<file path="config.mk">
export PLATFORM = sky130hd
export DESIGN_NAME = sprite_plot_arbiter
export DESIGN_NICKNAME = d
export VERILOG_FILES = /design/src/rtl/sprite_pkg.sv /design/src/rtl/rr_arbiter.sv /design/src/rtl/sprite_plot_arbiter.sv
export SDC_FILE = /design/constraint.sdc
export NUM_CORES = 1
export LEC_CHECK = 0
export CORE_MARGIN = 4
export CORE_UTILIZATION = 40
export CTS_BUF_LIST = sky130_fd_sc_hd__clkbuf_16
export CTS_CLUSTER_DIAMETER = 60
export CTS_CLUSTER_SIZE = 25
export DETAILED_ROUTE_END_ITERATION = 7
export DONT_BUFFER_PORTS = 1
export GPL_ROUTABILITY_DRIVEN = 0
export PLACE_DENSITY = 0.57
export SYNTH_ARGS = -nofsm -noshare
export SYNTH_HDL_FRONTEND = slang
export SYNTH_SLANG_ARGS = --single-unit
</file>
<file path="constraint.sdc">
create_clock -name CLOCK_50 -period 9.5 [get_ports CLOCK_50]
set_input_delay 1.9 -clock CLOCK_50 [delete_from_list [all_inputs] [get_ports CLOCK_50]]
set_output_delay 1.9 -clock CLOCK_50 [all_outputs]
set_load 0.02 [all_outputs]
</file>
<file path="src/rtl/sprite_pkg.sv">
// sprite_pkg: shared constants and types for the sprite plot arbiter.
//   SCREEN_W/SCREEN_H : VGA adapter raster (160x120)
//   SPR_DIM/SPR_PIX   : sprite is SPR_DIM x SPR_DIM, SPR_PIX pixels, row-major
//   state_t           : arbiter FSM states
//   pix_idx_t         : index of the pixel within a sprite scan
//   sprite_t          : one latched sprite request (anchor, colour, mask)
package sprite_pkg;

  localparam int SCREEN_W = 160;
  localparam int SCREEN_H = 120;
  localparam int SPR_DIM  = 3;
  localparam int SPR_PIX  = 9;

  typedef enum logic [2:0] {
    IDLE,
    LOAD,
    ERASE,
    DRAW,
    DONE
  } state_t;

  typedef logic [3:0] pix_idx_t;

  localparam pix_idx_t LAST_PIX = pix_idx_t'(SPR_PIX - 1);

  typedef struct packed {
    logic [7:0]         x;
    logic [6:0]         y;
    logic [2:0]         colour;
    logic [SPR_PIX-1:0] mask;
  } sprite_t;

  // Column / row of pixel k in a row-major scan.
  function automatic logic [1:0] pix_col(pix_idx_t k);
    return 2'(k % pix_idx_t'(SPR_DIM));
  endfunction

  function automatic logic [1:0] pix_row(pix_idx_t k);
    return 2'(k / pix_idx_t'(SPR_DIM));
  endfunction

  // Offsets are at most SPR_DIM-1, so one conditional subtract is
  // enough to wrap back onto the screen.
  function automatic logic [7:0] wrap_x(logic [7:0] a, logic [1:0] d);
    logic [8:0] s;
    s = {1'b0, a} + {7'b0, d};
    if (s >= 9'(SCREEN_W)) s = s - 9'(SCREEN_W);
    return s[7:0];
  endfunction

  function automatic logic [6:0] wrap_y(logic [6:0] a, logic [1:0] d);
    logic [7:0] s;
    s = {1'b0, a} + {6'b0, d};
    if (s >= 8'(SCREEN_H)) s = s - 8'(SCREEN_H);
    return s[6:0];
  endfunction

endpackage

</file>
<file path="src/rtl/rr_arbiter.sv">
// rr_arbiter: combinational round-robin pick.
//   req     : request vector
//   ptr     : highest-priority index this round (must be < NUM_REQ)
//   gnt     : one-hot winner (all zero when no request)
//   gnt_idx : binary index of the winner
//   any     : at least one request is pending
module rr_arbiter #(
  parameter int NUM_REQ = 4,
  parameter int IW      = 2
) (
  input  logic [NUM_REQ-1:0] req,
  input  logic [IW-1:0]      ptr,
  output logic [NUM_REQ-1:0] gnt,
  output logic [IW-1:0]      gnt_idx,
  output logic               any
);

  logic [IW:0]   sum;
  logic [IW-1:0] idx;

  // Walk NUM_REQ slots starting at ptr, wrapping; first hit wins.
  always_comb begin
    gnt     = '0;
    gnt_idx = '0;
    any     = 1'b0;
    sum     = '0;
    idx     = '0;
    for (int i = 0; i < NUM_REQ; i++) begin
      sum = {1'b0, ptr} + (IW+1)'(i);
      if (sum >= (IW+1)'(NUM_REQ)) sum = sum - (IW+1)'(NUM_REQ);
      idx = sum[IW-1:0];
      if (!any && req[idx]) begin
        any      = 1'b1;
        gnt[idx] = 1'b1;
        gnt_idx  = idx;
      end
    end
  end

endmodule

</file>
<file path="src/rtl/sprite_plot_arbiter.sv">
// sprite_plot_arbiter: shares the single-pixel VGA plot port among NUM_REQ
// sprite drawers. A granted 3x3 masked sprite is serialised into nine
// consecutive pixel cycles, row-major, wrapping at the screen edges.
//   CLOCK_50, resetN           : clock, async active-low reset
//   req[i]                     : level request, held until done[i]
//   req_x/req_y/req_colour/req_mask : flattened per-requester sprite data
//   grant                      : one-hot owner, LOAD through DONE
//   done                       : one-cycle pulse to the owner in DONE
//   busy                       : FSM not in IDLE
//   vga_x/vga_y/vga_colour/vga_plot : registered pixel write to the adapter
// Build option: define SPRITE_ERASE_EN to keep the last drawn sprite per
// requester and blank it (colour 0) before each redraw.
module sprite_plot_arbiter
  import sprite_pkg::*;
#(
  parameter int NUM_REQ = 4
) (
  input  logic                   CLOCK_50,
  input  logic                   resetN,
  input  logic [NUM_REQ-1:0]     req,
  input  logic [NUM_REQ*8-1:0]   req_x,
  input  logic [NUM_REQ*7-1:0]   req_y,
  input  logic [NUM_REQ*3-1:0]   req_colour,
  input  logic [NUM_REQ*9-1:0]   req_mask,
  output logic [NUM_REQ-1:0]     grant,
  output logic [NUM_REQ-1:0]     done,
  output logic                   busy,
  output logic [7:0]             vga_x,
  output logic [6:0]             vga_y,
  output logic [2:0]             vga_colour,
  output logic                   vga_plot
);

  localparam int IW = (NUM_REQ > 1) ? $clog2(NUM_REQ) : 1;

  state_t               state_q, state_d;
  logic [IW-1:0]        ptr_q, ptr_d;
  logic [IW-1:0]        own_q, own_d;
  sprite_t              spr_q, spr_d;
  pix_idx_t             pix_q, pix_d;
  logic [NUM_REQ-1:0]   grant_q, grant_d;
  logic [NUM_REQ-1:0]   done_q, done_d;
  logic                 busy_q, busy_d;
  logic [7:0]           vx_q, vx_d;
  logic [6:0]           vy_q, vy_d;
  logic [2:0]           vc_q, vc_d;
  logic                 plot_q, plot_d;

  // Pixel source selected by the FSM for the next cycle.
  logic                 emit_en;
  sprite_t              emit_spr;
  pix_idx_t             emit_k;

  logic [NUM_REQ-1:0]   arb_gnt;
  logic [IW-1:0]        arb_idx;
  logic                 arb_any;

  sprite_t              req_spr [NUM_REQ];

  for (genvar g = 0; g < NUM_REQ; g++) begin : g_unpack
    assign req_spr[g] = '{x:      req_x[8*g +: 8],
                          y:      req_y[7*g +: 7],
                          colour: req_colour[3*g +: 3],
                          mask:   req_mask[SPR_PIX*g +: SPR_PIX]};
  end

  rr_arbiter #(
    .NUM_REQ (NUM_REQ),
    .IW      (IW)
  ) u_arb (
    .req     (req),
    .ptr     (ptr_q),
    .gnt     (arb_gnt),
    .gnt_idx (arb_idx),
    .any     (arb_any)
  );

`ifdef SPRITE_ERASE_EN
  // Last sprite drawn per requester; valid once a draw has completed.
  sprite_t            last_q [NUM_REQ];
  sprite_t            last_d [NUM_REQ];
  logic [NUM_REQ-1:0] vld_q, vld_d;

  always_comb begin
    last_d = last_q;
    vld_d  = vld_q;
    if (state_q == DONE) begin
      last_d[own_q] = spr_q;
      vld_d[own_q]  = 1'b1;
    end
  end

  always_ff @(posedge CLOCK_50 or negedge resetN) begin
    if (!resetN) begin
      last_q <= '{default: '0};
      vld_q  <= '0;
    end else begin
      last_q <= last_d;
      vld_q  <= vld_d;
    end
  end
`endif

  // Outputs are registered from next-state values, so pixel k of a scan
  // is on the port during the cycle the FSM holds pix_q == k.
  always_comb begin
    state_d  = state_q;
    ptr_d    = ptr_q;
    own_d    = own_q;
    spr_d    = spr_q;
    pix_d    = pix_q;
    grant_d  = grant_q;
    done_d   = '0;
    vx_d     = vx_q;
    vy_d     = vy_q;
    vc_d     = vc_q;
    plot_d   = 1'b0;
    emit_en  = 1'b0;
    emit_spr = spr_q;
    emit_k   = '0;

    unique case (state_q)
      IDLE: begin
        if (arb_any) begin
          state_d = LOAD;
          own_d   = arb_idx;
          spr_d   = req_spr[arb_idx];
          grant_d = arb_gnt;
        end
      end

      LOAD: begin
        pix_d   = '0;
        state_d = DRAW;
        emit_en = 1'b1;
`ifdef SPRITE_ERASE_EN
        if (vld_q[own_q]) begin
          state_d         = ERASE;
          emit_spr        = last_q[own_q];
          emit_spr.colour = '0;
        end
`endif
      end

      ERASE: begin
`ifdef SPRITE_ERASE_EN
        emit_en = 1'b1;
        if (pix_q == LAST_PIX) begin
          state_d = DRAW;
          pix_d   = '0;
        end else begin
          pix_d           = pix_q + pix_idx_t'(1);
          emit_spr        = last_q[own_q];
          emit_spr.colour = '0;
          emit_k          = pix_d;
        end
`else
        state_d = IDLE;
`endif
      end

      DRAW: begin
        if (pix_q == LAST_PIX) begin
          state_d = DONE;
          done_d  = grant_q;
        end else begin
          pix_d   = pix_q + pix_idx_t'(1);
          emit_en = 1'b1;
          emit_k  = pix_d;
        end
      end

      DONE: begin
        state_d = IDLE;
        grant_d = '0;
        ptr_d   = (own_q == IW'(NUM_REQ - 1)) ? '0 : own_q + IW'(1);
      end

      default: state_d = IDLE;
    endcase

    if (emit_en) begin
      vx_d   = wrap_x(emit_spr.x, pix_col(emit_k));
      vy_d   = wrap_y(emit_spr.y, pix_row(emit_k));
      vc_d   = emit_spr.colour;
      plot_d = emit_spr.mask[emit_k];
    end

    busy_d = (state_d != IDLE);
  end

  always_ff @(posedge CLOCK_50 or negedge resetN) begin
    if (!resetN) begin
      state_q <= IDLE;
      ptr_q   <= '0;
      own_q   <= '0;
      spr_q   <= '0;
      pix_q   <= '0;
      grant_q <= '0;
      done_q  <= '0;
      busy_q  <= 1'b0;
      vx_q    <= '0;
      vy_q    <= '0;
      vc_q    <= '0;
      plot_q  <= 1'b0;
    end else begin
      state_q <= state_d;
      ptr_q   <= ptr_d;
      own_q   <= own_d;
      spr_q   <= spr_d;
      pix_q   <= pix_d;
      grant_q <= grant_d;
      done_q  <= done_d;
      busy_q  <= busy_d;
      vx_q    <= vx_d;
      vy_q    <= vy_d;
      vc_q    <= vc_d;
      plot_q  <= plot_d;
    end
  end

  assign grant      = grant_q;
  assign done       = done_q;
  assign busy       = busy_q;
  assign vga_x      = vx_q;
  assign vga_y      = vy_q;
  assign vga_colour = vc_q;
  assign vga_plot   = plot_q;

endmodule

</file>
==> results of run 1 <==
cell usage after synthesis, drive strengths merged, types with 3 or more instances:
| cell | instances |
|---|---|
| nand2 | 130 |
| dfrtp | 66 |
| a31oi | 58 |
| o2bb2ai | 54 |
| buf | 31 |
| o21ai | 27 |
| o221ai | 27 |
| clkbuf | 23 |
| ha | 20 |
| nor2 | 20 |
| inv | 17 |
| a21oi | 9 |
| xnor2 | 9 |
| xor2 | 9 |
| mux2i | 8 |
| nand3 | 7 |
| nor2b | 6 |
| nor3b | 6 |
| a22oi | 5 |
| and2 | 5 |
| a221oi | 4 |
| and3b | 4 |
| nand2b | 4 |
| nand3b | 4 |
| nand4 | 4 |
| nor4 | 4 |
| or3 | 4 |
| a21o | 3 |
| mux2 | 3 |
| or2 | 3 |
| or4 | 3 |
sequential cells by signal, summed over array words and instances (netlist names):
register / flops
done: 4
vga_colour: 3
emit_spr: 27
vga_x: 8
state_q: 3
grant: 4
busy: 1
ptr_q: 2
own_q: 2
vga_y: 7
pix_q: 4
vga_plot: 1
kinds of logic (layout without fill, tap and decap cells):
| logic type | after synthesis | in the layout | synth area share |
|---|---|---|---|
| muxes | 13 | 13 | 0.0311 |
| and+or+nand+nor | 210 | 210 | 0.190 |
| AOI/OAI and AO/OA | 204 | 204 | 0.296 |
| DFF | 66 | 66 | 0.323 |
| adders and majority gates | 22 | 22 | 0.0568 |
| xor gates and xnor gates | 18 | 18 | 0.0308 |
| buffers and inverters | 71 | 36 | 0.0722 |
path summary, 6_finish.rpt:
check,slack (ps),end,from,cells after the start
max in group asynchronous,8100,emit_spr[21],resetN,0
worst max-delay path,4080,vga_x[5],pix_q[0],21
worst max register to register,4080,vga_x[5],pix_q[0],21
worst min-delay path,470,vga_colour[2],emit_spr[11],2
min in group asynchronous,1260,vga_x[5],resetN,0
worst min register to register,470,vga_colour[2],emit_spr[11],2
tightest hold or removal path, delay by kind of cell, from the launching register on:
kind             cells  cell delay [ps]
flip-flops           1              340
AND/OR/NAND/NOR      2              100
placed cells by master, fill, tap and decap left out, types with 3 or more instances in the layout:
master	synthesis	layout
xnor2_1	9	9
a221oi_1	4	4
mux2i_1	8	8
and3b_1	4	4
nand3_1	7	7
nand3b_1	4	4
a21o_1	3	3
o2bb2ai_1	54	54
nor3b_1	6	6
clkinv_2	0	3
nand4_1	4	4
or4_1	3	3
xor2_1	9	9
dfrtp_1	66	65
mux2_2	3	3
or3_1	3	3
o221ai_1	27	27
a22oi_1	5	5
nand2b_1	4	4
nand2_1	130	130
a21oi_1	9	9
nor2b_1	6	6
o21ai_0	24	24
and2_1	5	5
a31oi_1	58	58
inv_1	16	19
nor4_1	4	4
buf_4	0	3
ha_1	20	20
clkbuf_16	0	9
nor2_1	18	18
through the flow:
stage / power [uW] / util / hold slack (ps) / std cells
after floorplan: 1360 / - / 439 / 604
after global placement: 1550 / 0.402 / 457 / 725
after detailed placement: 1580 / 0.402 / 459 / 725
after CTS: 1880 / 0.423 / 471 / 741
after global routing: 2050 / 0.423 / 503 / 741
final: 1870 / 0.423 / 471 / 741
area by class of cell:
type | count | area (um2) | area share
Multi-Input combinational cell | 467 | 3100 | 0.584
Sequential cell | 66 | 1650 | 0.311
Clock buffer | 9 | 225 | 0.0424
Tap cell | 172 | 215 | 0.0405
Inverter | 17 | 63.8 | 0.0120
Clock inverter | 7 | 30.0 | 0.00565
Timing Repair Buffer | 3 | 22.5 | 0.00424
power groups by stage:
stage | logic [uW] | clock network (uW) | registers (uW)
detailed placement | 975 | 0 | 604
CTS | 985 | 297 | 599
global route | 1120 | 308 | 618
global placement | 949 | 0 | 597
floorplan | 826 | 0 | 532
finish | 982 | 291 | 597
layer usage:
layer / vias up / track usage
met3: 36 / 0.0494
met2: 180 / 0.286
met1: 2144 / 0.288
li1: 2174 / -
met5: - / 0
met4: 0 / 0.0857
==> impl_metrics.tcl, run 1 <==
set metrics [dict create \
    status "completed" \
    dr_wl_met2_um 6320 \
    vias 4534 \
    syn_to_final_growth_pct 3.89 \
    fillers 1241 \
    drcViolationCount 0 \
    rsz0062_at_grt "no" \
    cap_violations 0 \
    ios 142 \
    switchingPower_uw 906 \
    grt_overflow 0 \
    postCtsHoldBufs 0 \
    postRouteAntennaNets 0 \
    drtPass1Iterations 6 \
    grt.total_usage 0.201 \
    grt_pass1_wl_um 23500 \
    yosysTopAreaCell "dfrtp_1" \
    detail_route.vias_per_cell 6.12 \
    htree_levels 3 \
    fmaxAchievable_mhz 185 \
    wl_per_cell_um 19.6 \
    port_buffers 0 \
    seqPwrFrac 0.319 \
    initial_utilization 0.407 \
    synth_ff_type "dfrtp_1" \
    yosysUniqueCellTypes 59 \
    dp_hpwl_um 10400 \
    worstSetupPathType "reg2reg" \
    worst_path_most_repeated_cell "ha_1" \
    async_flop_share 1.00 \
    grt_pass1_vias 4391 \
    final.min_clock_period_ps 5420 \
    clockBufferDepth 2 \
    die_x_um 121 \
    power.density_mw_per_mm2 352 \
    wl_um 14600 \
    synth_top_cell_area_share 0.323 \
    route.met3.wl_um 1130 \
    drtIter0Drc 460 \
    cpPeakStageDelay_ps 580 \
    antenna_cells 0 \
    antenna_found_initial 0 \
    p_clk_frac 0.156 \
    crit_chain "inv_1, ha_1, nand3b_1, nand3_1, nor2_1, nand2_1, ha_1, o31ai_2, mux2i_1, ha_1, a21oi_1, mux2_2, fa_1, nand2_1, nor2_1, xnor2_1, ha_1, or4_1, a21oi_1, o21ai_0, a31oi_1" \
    pre_cts_slack_ps 4130 \
    leakagePower_uw 0.00221 \
    worst_slew_pin_slew_ps 1240 \
    power_switching_share 0.485 \
    synth_seq_area_share 0.323 \
    final_nets 700 \
    setup_viol 0 \
    placed_area_mm2 0.00506 \
    numClockSinks 66 \
    endpoint_kind "flop" \
    rows 41 \
    tns_ps 0 \
    syn_inst 604 \
    drv_slew 0 \
    relSlewSlack 0.174 \
    syn_nets 740 \
    dieArea_mm2 0.0147 \
    slowest_stage "dfrtp_1" \
    clock_skew_ps 4.87 \
    ir_drop_uv 118 \
    cp.required_ps 9760 \
    fin_ws_ps 4080 \
    ys_ff_latch 66 \
    avgSynthCellArea_um2 8.46 \
    synth_edf_count 0 \
    cp.arrival_ps 5670 \
    cts_root_buf "clkbuf_16" \
    post-route-period-util 0.570 \
    die_y_um 121 \
    pwr-share-comb 0.525 \
    path_delay_family "simple AND/OR/NAND/NOR gates" \
    yosysWarnings 0 \
    synth_area_leaders "dfrtp_1, nand2_1, o2bb2ai_1, a31oi_1, ha_1" \
    cts_tree "done" \
    grt_max_degree 71 \
    internal_power_uw 963 \
    layout-drive-gt1-share 0.0545 \
    m1WireLength_um 6660 \
    finalHoldViolCount 0 \
    clock_latency_ps 330 \
    synth_area_mm2 0.00511 \
    min_path_type "reg2reg" \
    cts_resized 0 \
    clkSlewWorstSetupHoldPaths_ps 60 \
    top_layer_used "met4" \
    fp.coreArea_mm2 0.0126 \
    cts_buffers 9 \
    final_area_mm2 0.00531 \
    path_buf_inv 1 \
    start_kind "flop" \
    cts_setup_buffers 0 \
    crit_fanout 13 \
]
Power figures use the tool's default switching activity.
==> run 2: changes to the inputs <==
--- a/config.mk
+++ b/config.mk
@@ -13,7 +13,7 @@
 export DETAILED_ROUTE_END_ITERATION = 7
 export DONT_BUFFER_PORTS = 1
 export GPL_ROUTABILITY_DRIVEN = 0
-export PLACE_DENSITY = 0.57
+export PLACE_DENSITY = 0.59
 export SYNTH_ARGS = -nofsm -noshare
 export SYNTH_HDL_FRONTEND = slang
 export SYNTH_SLANG_ARGS = --single-unit
==> constraint.sdc (replaced) <==
create_clock -name CLOCK_50 -period 4.72 [get_ports CLOCK_50]
set_input_delay 0.944 -clock CLOCK_50 [delete_from_list [all_inputs] [get_ports CLOCK_50]]
set_output_delay 0.944 -clock CLOCK_50 [all_outputs]
set_load 0.02 [all_outputs]
==> run 2 against run 1 <==
Clock-buffer cell count unchanged. Maximum frequency increased by 18%. Clock power increased by 120%. Clock skew increased by 3.1 ps. Via count increased by 0.62%. Power increased by 120%. Register-to-register slack got worse by 4000 ps. Non-clock buffer count increased by 14. Final area increased by 4.1%.
==> impl_metrics.tcl, run 2 (same netlist as run 1, synthesis figures left out) <==
set metrics [dict create \
    status "completed" \
    cts_buffers 9 \
    placedCellCount 735 \
    worstSetupPathType "reg2reg" \
    drtPass1Iterations 5 \
    antenna_found_initial 0 \
    wl_per_cell_um 19.5 \
    hold_slack_ps 310 \
    grt_max_degree 67 \
    largest_register_ffs 27 \
    numClockSinks 66 \
    die_x_um 121 \
    final_common_cell "nand2_1" \
    clock_latency_ps 330 \
    clkSlewWorstSetupHoldPaths_ps 50 \
    die_y_um 121 \
    ir_drop_uv 243 \
    post-route-period-util 0.972 \
    fmaxAchievable_mhz 218 \
    cp.required_ps 4910 \
    antenna_cells 0 \
    grt_pass1_wl_um 23100 \
    endpoint_kind "flop" \
    drtIter0Drc 410 \
    leakagePower_uw 0.00228 \
    regToRegSetupSlack_ps 130 \
    final.min_clock_period_ps 4590 \
    placed_area_mm2 0.00513 \
    final_nets 714 \
    final_cells 753 \
    cpPeakStageDelay_ps 440 \
    tns_ps 0 \
    cts_root_buf "clkbuf_16" \
    dp_hpwl_um 10600 \
    drcViolationCount 0 \
    min_path_type "in2async" \
    postRouteAntennaNets 0 \
    final_area_mm2 0.00553 \
    layout-drive-gt1-share 0.0981 \
    relSlewSlack 0.243 \
    finalHoldViolCount 0 \
    grt_pass1_vias 4337 \
    dieArea_mm2 0.0147 \
    ios 142 \
    cp.arrival_ps 4770 \
    worst_path_most_repeated_cell "ha_2" \
    htree_levels 3 \
    wl_um 14700 \
    start_kind "flop" \
    crit_chain "ha_2, nand2b_1, o32a_1, nor2_1, ha_2, inv_1, ha_4, o31ai_4, mux2i_1, ha_2, a21oi_4, mux2_4, ha_4, a21o_1, nand4_1, xor2_2, ha_2, or4_4, a21oi_4, or3_1, a31oi_1" \
    clock_skew_ps 7.92 \
    setup_viol 0 \
    layout_common_cells "nand2_1, dfrtp_1, a31oi_1, o2bb2ai_1, o221ai_1" \
    detail_route.vias_per_cell 6.06 \
    slowest_stage "or4_4" \
    grt.total_usage 0.197 \
    cap_violations 0 \
    initial_utilization 0.407 \
    port_buffers 0 \
    vias 4562 \
    grt_overflow 0 \
    fp.coreArea_mm2 0.0126 \
    drv_slew 0 \
    rows 41 \
    worst_slew_pin_slew_ps 1100 \
    postCtsHoldBufs 0 \
    crit_fanout 5 \
    clockBufferDepth 2 \
    cts_tree "done" \
    syn_to_final_growth_pct 8.10 \
    total_power_uw 4040 \
    power.density_mw_per_mm2 731 \
]
==> run 2: changes by cell type in the layout (fill, tap and decap cells not counted), sizes merged <==
cell / previous run / this run
buf: 3 / 17
bufinv: 0 / 1
clkinvlp: 0 / 1
clkinv: 4 / 2
inv: 20 / 18
==> run 2: area by class of cell <==
cell class / instances / area (um2)
sequential: 66 / 1650
clock inverter: 5 / 48.8
inverter: 17 / 63.8
tap: 172 / 215
timing repair buffer: 17 / 128
clock buffer: 9 / 225
fill: 1203 / 7040
multi-input combinational: 467 / 3190
==> run 2: path summary, 6_finish.rpt <==
path	startpoint	endpoint	depth (start not counted)
worst max register to register	pix_q[0]	vga_x[5]	21
worst min-delay path	resetN	vga_x[3]	0
worst max-delay path	pix_q[0]	vga_x[5]	21
worst min register to register	emit_spr[5]	emit_spr[5]	2
min in group CLOCK_50	emit_spr[5]	emit_spr[5]	2
max in group asynchronous	resetN	ptr_q[0]	0
==> run 2: where the power goes <==
part           internal [uW]  switching [uW]
logic                    929            1270
registers                817             392
clock network            397             231
==> run 2: per-stage QoR <==
step / worst slack [ps] / util
2_1_floorplan: 1.19 / -
3_3_place_gp: 98.3 / 0.408
3_5_place_dp: -101 / 0.408
4_1_cts: 7.53 / 0.431
5_1_grt: -31.0 / 0.440
6_report: 132 / 0.440
==> run 2: what timing repair did <==
action,CTS,global route
setup buffers,1,3
resized for setup,2,17
pin swaps,0,9
endpoints found under the setup margin,2,3
==> run 2: worst max-delay path: cells and delay by family (launching register included) <==
family	cells	cell delay (ps)
adder cells (fa/ha/maj)	6	1250
AND/OR/NAND/NOR	5	1020
AO/OA/AOI/OAI	6	980
multiplexers	2	500
flip-flops	1	430
XOR/XNOR	1	230
buffers and inverters	1	50
==> run 2: per-layer routing <==
metal,vias to the layer above,GRT usage,share of wire
met5,-,0,0
met4,0,0.0616,0.014
met1,2160,0.278,0.45
met3,17,0.0480,0.075
met2,183,0.299,0.46
li1,2202,-,-
==> run 3: changes to the inputs <==
--- a/config.mk
+++ b/config.mk
@@ -8,12 +8,12 @@
 export CORE_MARGIN = 4
 export CORE_UTILIZATION = 40
 export CTS_BUF_LIST = sky130_fd_sc_hd__clkbuf_16
-export CTS_CLUSTER_DIAMETER = 60
+export CTS_CLUSTER_DIAMETER = 120
 export CTS_CLUSTER_SIZE = 25
 export DETAILED_ROUTE_END_ITERATION = 7
 export DONT_BUFFER_PORTS = 1
 export GPL_ROUTABILITY_DRIVEN = 0
-export PLACE_DENSITY = 0.59
+export PLACE_DENSITY = 0.57
 export SYNTH_ARGS = -nofsm -noshare
 export SYNTH_HDL_FRONTEND = slang
 export SYNTH_SLANG_ARGS = --single-unit
==> constraint.sdc (replaced) <==
create_clock -name CLOCK_50 -period 4.35 [get_ports CLOCK_50]
set_input_delay 0.6525 -clock CLOCK_50 [delete_from_list [all_inputs] [get_ports CLOCK_50]]
set_output_delay 0.6525 -clock CLOCK_50 [all_outputs]
set_load 0.02 [all_outputs]
==> run 3 against run 2 <==
Clock-buffer cell count is the same. Die area is the same. Critical path type unchanged. Setup slack lost 110 ps. Cell count grew 2.3%. Highest routed layer unchanged.
==> impl_metrics.tcl, run 3 (same netlist as run 1, synthesis figures left out) <==
set metrics [dict create \
    antenna_found_initial 0 \
    cts_tree "done" \
    cp.arrival_ps 4580 \
    die_y_um 121 \
    cpPeakStageDelay_ps 430 \
    regToRegSetupSlack_ps 20 \
    drcViolationCount 0 \
    clock_skew_ps 8.22 \
    setup_viol 0 \
    relSlewSlack 0.136 \
    final.min_clock_period_ps 4330 \
    grt_pass1_vias 4510 \
    vias 4681 \
    worst_path_most_repeated_cell "ha_2" \
    ios 142 \
    largest_register_ffs 27 \
    leakagePower_uw 0.00236 \
    detail_route.vias_per_cell 6.08 \
    placed_area_mm2 0.00523 \
    use_met3 0.0508 \
    fillers 1221 \
    final_area_mm2 0.00568 \
    top_usage_layer "met2" \
    die_x_um 121 \
    ir_drop_uv 246 \
    post-route-period-util 0.995 \
    cap_violations 0 \
    start_kind "flop" \
    crit_chain "ha_2, nand2b_4, o32a_1, nor2_2, ha_2, inv_2, ha_4, o31ai_4, mux2i_2, ha_2, a21oi_4, mux2_4, ha_4, a21o_1, nand4_1, xor2_1, ha_2, buf_6, nor2b_1, o21a_1, or3_1, a31oi_1" \
    grt.total_usage 0.200 \
    syn_to_final_growth_pct 11.1 \
    wl_per_cell_um 19.1 \
    worst_slew_pin_slew_ps 1290 \
    rsz0062_at_grt "yes" \
    clkSlewWorstSetupHoldPaths_ps 50 \
    use_met1 0.283 \
    initial_utilization 0.407 \
    drv_slew 0 \
    drtIter0Drc 355 \
    clockBufferDepth 2 \
    grt_overflow 0 \
    cts_buffers 9 \
    port_buffers 0 \
    final_nets 730 \
    grt_max_degree 67 \
    final_common_cell "nand2_1" \
    htree_levels 3 \
    rows 41 \
    min_path_type "in2async" \
    total_power_uw 4540 \
    fin_ws_ps 23.7 \
    slowest_stage "dfrtp_1" \
    final_util 0.452 \
    hold_slack_ps 17.1 \
    worstSetupPathType "reg2reg" \
    numClockSinks 66 \
    pre_cts_slack_ps -111 \
    layout_common_cells "nand2_1, dfrtp_1, a31oi_1, o2bb2ai_1, buf_4" \
    finalHoldViolCount 0 \
    cts_root_buf "clkbuf_16" \
    met2_usage 0.300 \
    endpoint_kind "flop" \
    cp.required_ps 4600 \
    wl_um 14700 \
    clock_latency_ps 330 \
    power.density_mw_per_mm2 800 \
    antenna_cells 0 \
    fmaxAchievable_mhz 231 \
    dieArea_mm2 0.0147 \
    grt_pass1_wl_um 23300 \
    dp_hpwl_um 10400 \
    fp.coreArea_mm2 0.0126 \
    postRouteAntennaNets 0 \
    layout-drive-gt1-share 0.129 \
    crit_fanout 5 \
    status "completed" \
    drtPass1Iterations 5 \
]
[run 3: cell types whose count changed in the layout (fill, tap and decap cells not counted), moves of 2 or more]
cell	before	now
buf_4	17	29
inv_2	1	4
dlygate4sd3_1	0	3
inv_1	17	14
nor2_1	17	15
[run 3: critical path: cells and delay by family, from the launching register on]
kind | cells | cell delay (ps)
fa+ha+maj | 6 | 1290
buf+inv | 2 | 140
flops | 1 | 430
mux | 2 | 470
compound gates | 6 | 980
simple gates | 5 | 700
xor+xnor | 1 | 250
[run 3: where the power goes]
part	leakage [uW]	switching (uW)	internal [uW]
Clock	0.000139	254	431
Sequential	0.000821	410	887
Combinational	0.00140	1420	1140
[run 3: repair_timing]
action | 4_1_cts | 5_1_grt
setup buffers | 6 | 3
pin swaps | 14 | 11
hold buffers | 0 | 3
gates resized for setup | 7 | 11
hold endpoints to repair | 0 | 1
setup endpoints to repair | 2 | 5
[run 3: per-layer routing]
metal,wire length [um],share of wire,up-vias
li1,-,-,2241
met1,6590,0.45,2228
met2,6680,0.45,191
met3,1190,0.081,21
met4,257,0.017,0
met5,0,0,-
[run 3: metrics by stage]
stage                     instances  TNS (ps)
final                           770         0
after global routing            770      -377
after detailed placement        743      -195
after floorplan                 604         0
after CTS                       764         0
after global placement          743         0
[run 3: area by class of cell]
class | count | area (um2) | share of cell area
clock buffers | 9 | 225 | 0.0396
clock inverters | 6 | 50.0 | 0.00881
inverters | 17 | 63.8 | 0.0112
multi-input cells | 467 | 3210 | 0.566
flip-flops and latches | 66 | 1650 | 0.291
well taps | 172 | 215 | 0.0379
repair buffers | 33 | 259 | 0.0456
[run 3: worst paths after layout]
| path | start | endpoint | cells after the start |
|---|---|---|---|
| min in group CLOCK_50 | emit_spr[11] | vga_colour[2] | 2 |
| min reg2reg | emit_spr[11] | vga_colour[2] | 2 |
| min | resetN | vga_x[0] | 0 |
| max in group asynchronous | resetN | vga_y[0] | 1 |
| max | pix_q[0] | vga_x[5] | 22 |
| max reg2reg | pix_q[0] | vga_x[5] | 22 |
==> RTL edit 1: new RTL, settings of run 2 <==
`NUM_REQ` is set to 4 in 2 places; all go to 16.
--- a/src/rtl/rr_arbiter.sv
+++ b/src/rtl/rr_arbiter.sv
@@ -7,3 +7,3 @@
 module rr_arbiter #(
-  parameter int NUM_REQ = 4,
+  parameter int NUM_REQ = 16,
   parameter int IW      = 2
--- a/src/rtl/sprite_plot_arbiter.sv
+++ b/src/rtl/sprite_plot_arbiter.sv
@@ -15,3 +15,3 @@
 #(
-  parameter int NUM_REQ = 4
+  parameter int NUM_REQ = 16
 ) (
Interface: changed (7 resized); port bits go from 142 to 502. No check against the original RTL was run, so the function may have changed too.
==> RTL edit 1 against run 2 <==
The flow now finishes with violations (setup timing). Die area increased by 120%. Worst setup slack got worse by 0.17 ns. Sequential share of layout area decreased by 13 points. Wire length grew to 3.9 times the old value. Count of clock-buffer cells in the layout unchanged. Non-clock buffer count is 161 higher. Area after synthesis increased by 130%. Sequential cell count is 28 higher. Synthesized cell count is 120% higher. Cell area grew to 2.5 times the old value. Total power rose to 3.5 times the old value. Critical path type unchanged. Largest power group unchanged.
==> RTL edit 1: results <==
group,metric,value,unit
outcome,outcome,"finished with violations",
pwr,p_leak,5.62,nW
global_routing,met1_usage,42.4,%
yosys,synth-compound-area-share,22.6,%
routing,first_pass_iters,6,
setup_path,cp_slowest_stage_delay,0.52,ns
clock_tree,path_clk_slew,0.08,ns
yosys,syn_inst,1315,
yosys,synth_xor_area_share,2.36,%
placed_design,dp.cells,1738,
routing,wire_per_inst,31.2,microns
global_routing,grt_pass1_wl,76900,microns
setup_path,crit_fanout,10,
cells_and_area,fin_nets,1871,
global_routing,globalRouteMet3Util,8.86,%
cells_and_area,drive_above_1_share,25.7,%
global_routing,grt_antenna_before_repair,39,
cells_and_area,fillCellCount,2746,
setup_path,cp_top_family,"multiplexers",
setup_path,cpMaxStageDelayCell,"mux4_2",
routing,wl_met2,25400,microns
placed_design,post-dp-hpwl,45400,microns
yosys,yosys.area_share.adder,3.02,%
routing,drt_iter0_markers,1367,
outcome,failed_checks,"setup timing",
routing,post_drt_via_cell_ratio,6.70,
global_routing,grt_pass1_vias,11200,
timing,final.setup.tns,-0.0404,ns
timing,finClkSkew,0.0125,ns
yosys,synthesis.nets,1792,
routing,drt_wl_total,56500,microns
setup_path,r2r-end,"emit_spr[21]",
yosys,synth_commonest_cells,"nand2_1 (198), mux2i_1 (123), dfrtp_1 (94)",
placed_design,pre_cts_slack,-0.209,ns
clock_tree,worstSkewPairLatency,0.36,ns
global_routing,met2_usage,48.8,%
yosys,ys_top_cells_by_area,"dfrtp_1 (20%), mux4_2 (15%), mux2i_1 (11%)",
timing,fin_hold_ws,0.294,ns
setup_path,arrival,5.00,ns
routing,top_layer_used,"met5",
timing,worst_slack,-0.0404,ns
timing,setup_viol_count_final,1,
pwr,ir_drop,621,uV
routing,m1WireLength,21600,microns
setup_path,ff2ff_path_depth,19,
setup_path,timing.rr.start,"ptr_q[1]",
global_routing,grt_usage,32.8,%
yosys,ys_types,82,
routing,wl_met3,5900,microns
RTL edit 1: cell families after synthesis:
family	Yosys count
AOI/OAI and AO/OA	372
xor gates and xnor gates	29
adders and majority gates	27
buffers and inverters	132
DFF	94
muxes	218
and+or+nand+nor	443
RTL edit 1: area by class of cell:
| cell class | instances | share of cell area [%] |
|---|---|---|
| clock inverters | 7 | 0.477 |
| inverters | 22 | 0.594 |
| repair buffers | 178 | 12.9 |
| multi-input cells | 1089 | 63.5 |
| well taps | 384 | 3.45 |
| flip-flops and latches | 94 | 16.9 |
| clock buffers | 9 | 1.62 |
| diodes | 31 | 0.558 |
RTL edit 1: power by group through the flow:
stage	clock (mW)	sequential, mW	combinational (mW)
floorplan	0	1.49	7.01
global placement	0	1.68	10.4
detailed placement	0	1.69	10.5
CTS	0.760	1.67	10.5
global route	0.804	1.72	12.3
finish	0.741	1.68	11.6
==> RTL edit 2: new RTL, flow settings as in run 2 <==
Made on the original files. `vx_q` and `vy_q` no longer have a reset.
--- a/src/rtl/sprite_plot_arbiter.sv
+++ b/src/rtl/sprite_plot_arbiter.sv
@@ -201,4 +201,2 @@
       busy_q  <= 1'b0;
-      vx_q    <= '0;
-      vy_q    <= '0;
       vc_q    <= '0;
@@ -214,4 +212,2 @@
       busy_q  <= busy_d;
-      vx_q    <= vx_d;
-      vy_q    <= vy_d;
       vc_q    <= vc_d;
@@ -219,2 +215,7 @@
     end
+  end
+
+  always_ff @(posedge CLOCK_50) begin
+    vx_q <= vx_d;
+    vy_q <= vy_d;
   end
Function: differs if resetN is asserted again (counterexample within 4 cycles, from zero or initial values and one cycle with resetN low); with resetN held inactive, the same outputs for 10 cycles.
==> RTL edit 2 against run 2 <==
Sequential cell count stayed put. Utilization is 1.8 points higher. Worst setup slack improved by 0.036 ns. Cell area is 9.8% lower. Clock skew rose by 0.0017 ns. Area after synthesis is 13% lower. Wire length down 28%. Non-clock buffer count decreased by 3. Total power down 2.7%. Largest cell class unchanged. Largest power group unchanged. Highest routed layer unchanged.
==> RTL edit 2: results <==
group,metric,value,unit
clock_tree,cts_made_buffers,9,
pwr,p_int,2.34,mW
setup_path,crit_fanout,4,
routing,wire_per_inst,17.7,microns
placed_design,placed_cell_area,4540,sq um
global_routing,met2_usage,25.4,%
setup_path,arrival,4.62,ns
pwr,swShare,40.4,%
routing,wl_met3,676,microns
placed_design,dp.cells,574,
yosys,syn_inst,455,
yosys,synthesis.nets,591,
setup_path,cp_slowest_stage_delay,0.46,ns
yosys,muxShareOfSynthArea,15.1,%
placed_design,pre_cts_slack,0.0322,ns
global_routing,grt_pass1_wl,16600,microns
pwr,pg_seq,1.30,mW
yosys,synth_commonest_cells,"nand2_1 (60), mux2i_1 (58), dfrtp_1 (51)",
setup_path,cp_top_family,"compound AO/OA/AOI/OAI gates",
pwr,pg_clk,0.813,mW
yosys,synth_xor_area_share,3.14,%
timing,finClkSkew,0.00965,ns
pwr,p_leak,2.26,nW
routing,first_pass_iters,4,
routing,wl_met2,4970,microns
cells_and_area,fillCellCount,1044,
timing,worst_slack,0.168,ns
routing,drt_iter0_markers,156,
global_routing,grt_pass1_vias,3412,
global_routing,grt_usage,16.0,%
cells_and_area,drive_above_1_share,11.0,%
pwr,ir_drop,344,uV
routing,post_drt_via_cell_ratio,5.81,
routing,via_count,3450,
global_routing,globalRouteMet3Util,4.24,%
outcome,outcome,"finished, final reports clean",
timing,fin_hold_ws,0.311,ns
yosys,async_flop_share,77.3,%
yosys,yosysSeqAreaShare,38.7,%
yosys,synth-compound-area-share,16.4,%
setup_path,crit_end,"vga_x[5]",
routing,m1WireLength,4720,microns
yosys,synth_edf_count,15,
placed_design,post-dp-hpwl,7600,microns
setup_path,cpMaxStageDelayCell,"fa_1",
global_routing,met1_usage,21.1,%
setup_path,ff2ff_path_depth,20,
yosys,ys_top_cells_by_area,"dfrtp_1 (29%), mux2i_1 (13%), edfxtp_1 (10%)",
yosys,yosys.area_share.adder,6.51,%
==> RTL edit 2: cell types whose count changed after synthesis, moves of 13 or more <==
| cell | before | now |
|---|---|---|
| nand2_1 | 130 | 60 |
| a31oi_1 | 58 | 4 |
| o2bb2ai_1 | 54 | 0 |
| mux2i_1 | 8 | 58 |
| dfrtp_1 | 66 | 51 |
| edfxtp_1 | 0 | 15 |
| buf_2 | 21 | 8 |
==> RTL edit 2: final cells by class <==
| class | count | area [sq um] | share of cell area, % |
|---|---|---|---|
| multi-input combinational | 336 | 2520 | 50.5 |
| sequential | 66 | 1730 | 34.7 |
| clock buffer | 9 | 225 | 4.52 |
| tap | 140 | 175 | 3.51 |
| clock inverter | 7 | 141 | 2.83 |
| timing repair buffer | 14 | 118 | 2.36 |
| inverter | 22 | 82.6 | 1.66 |
==> RTL edit 2: timing repair <==
| item | 4_1_cts | 5_1_grt |
|---|---|---|
| buffers inserted | 0 | 4 |
| endpoints found under the setup margin | 0 | 5 |
| gates resized for setup | 0 | 13 |
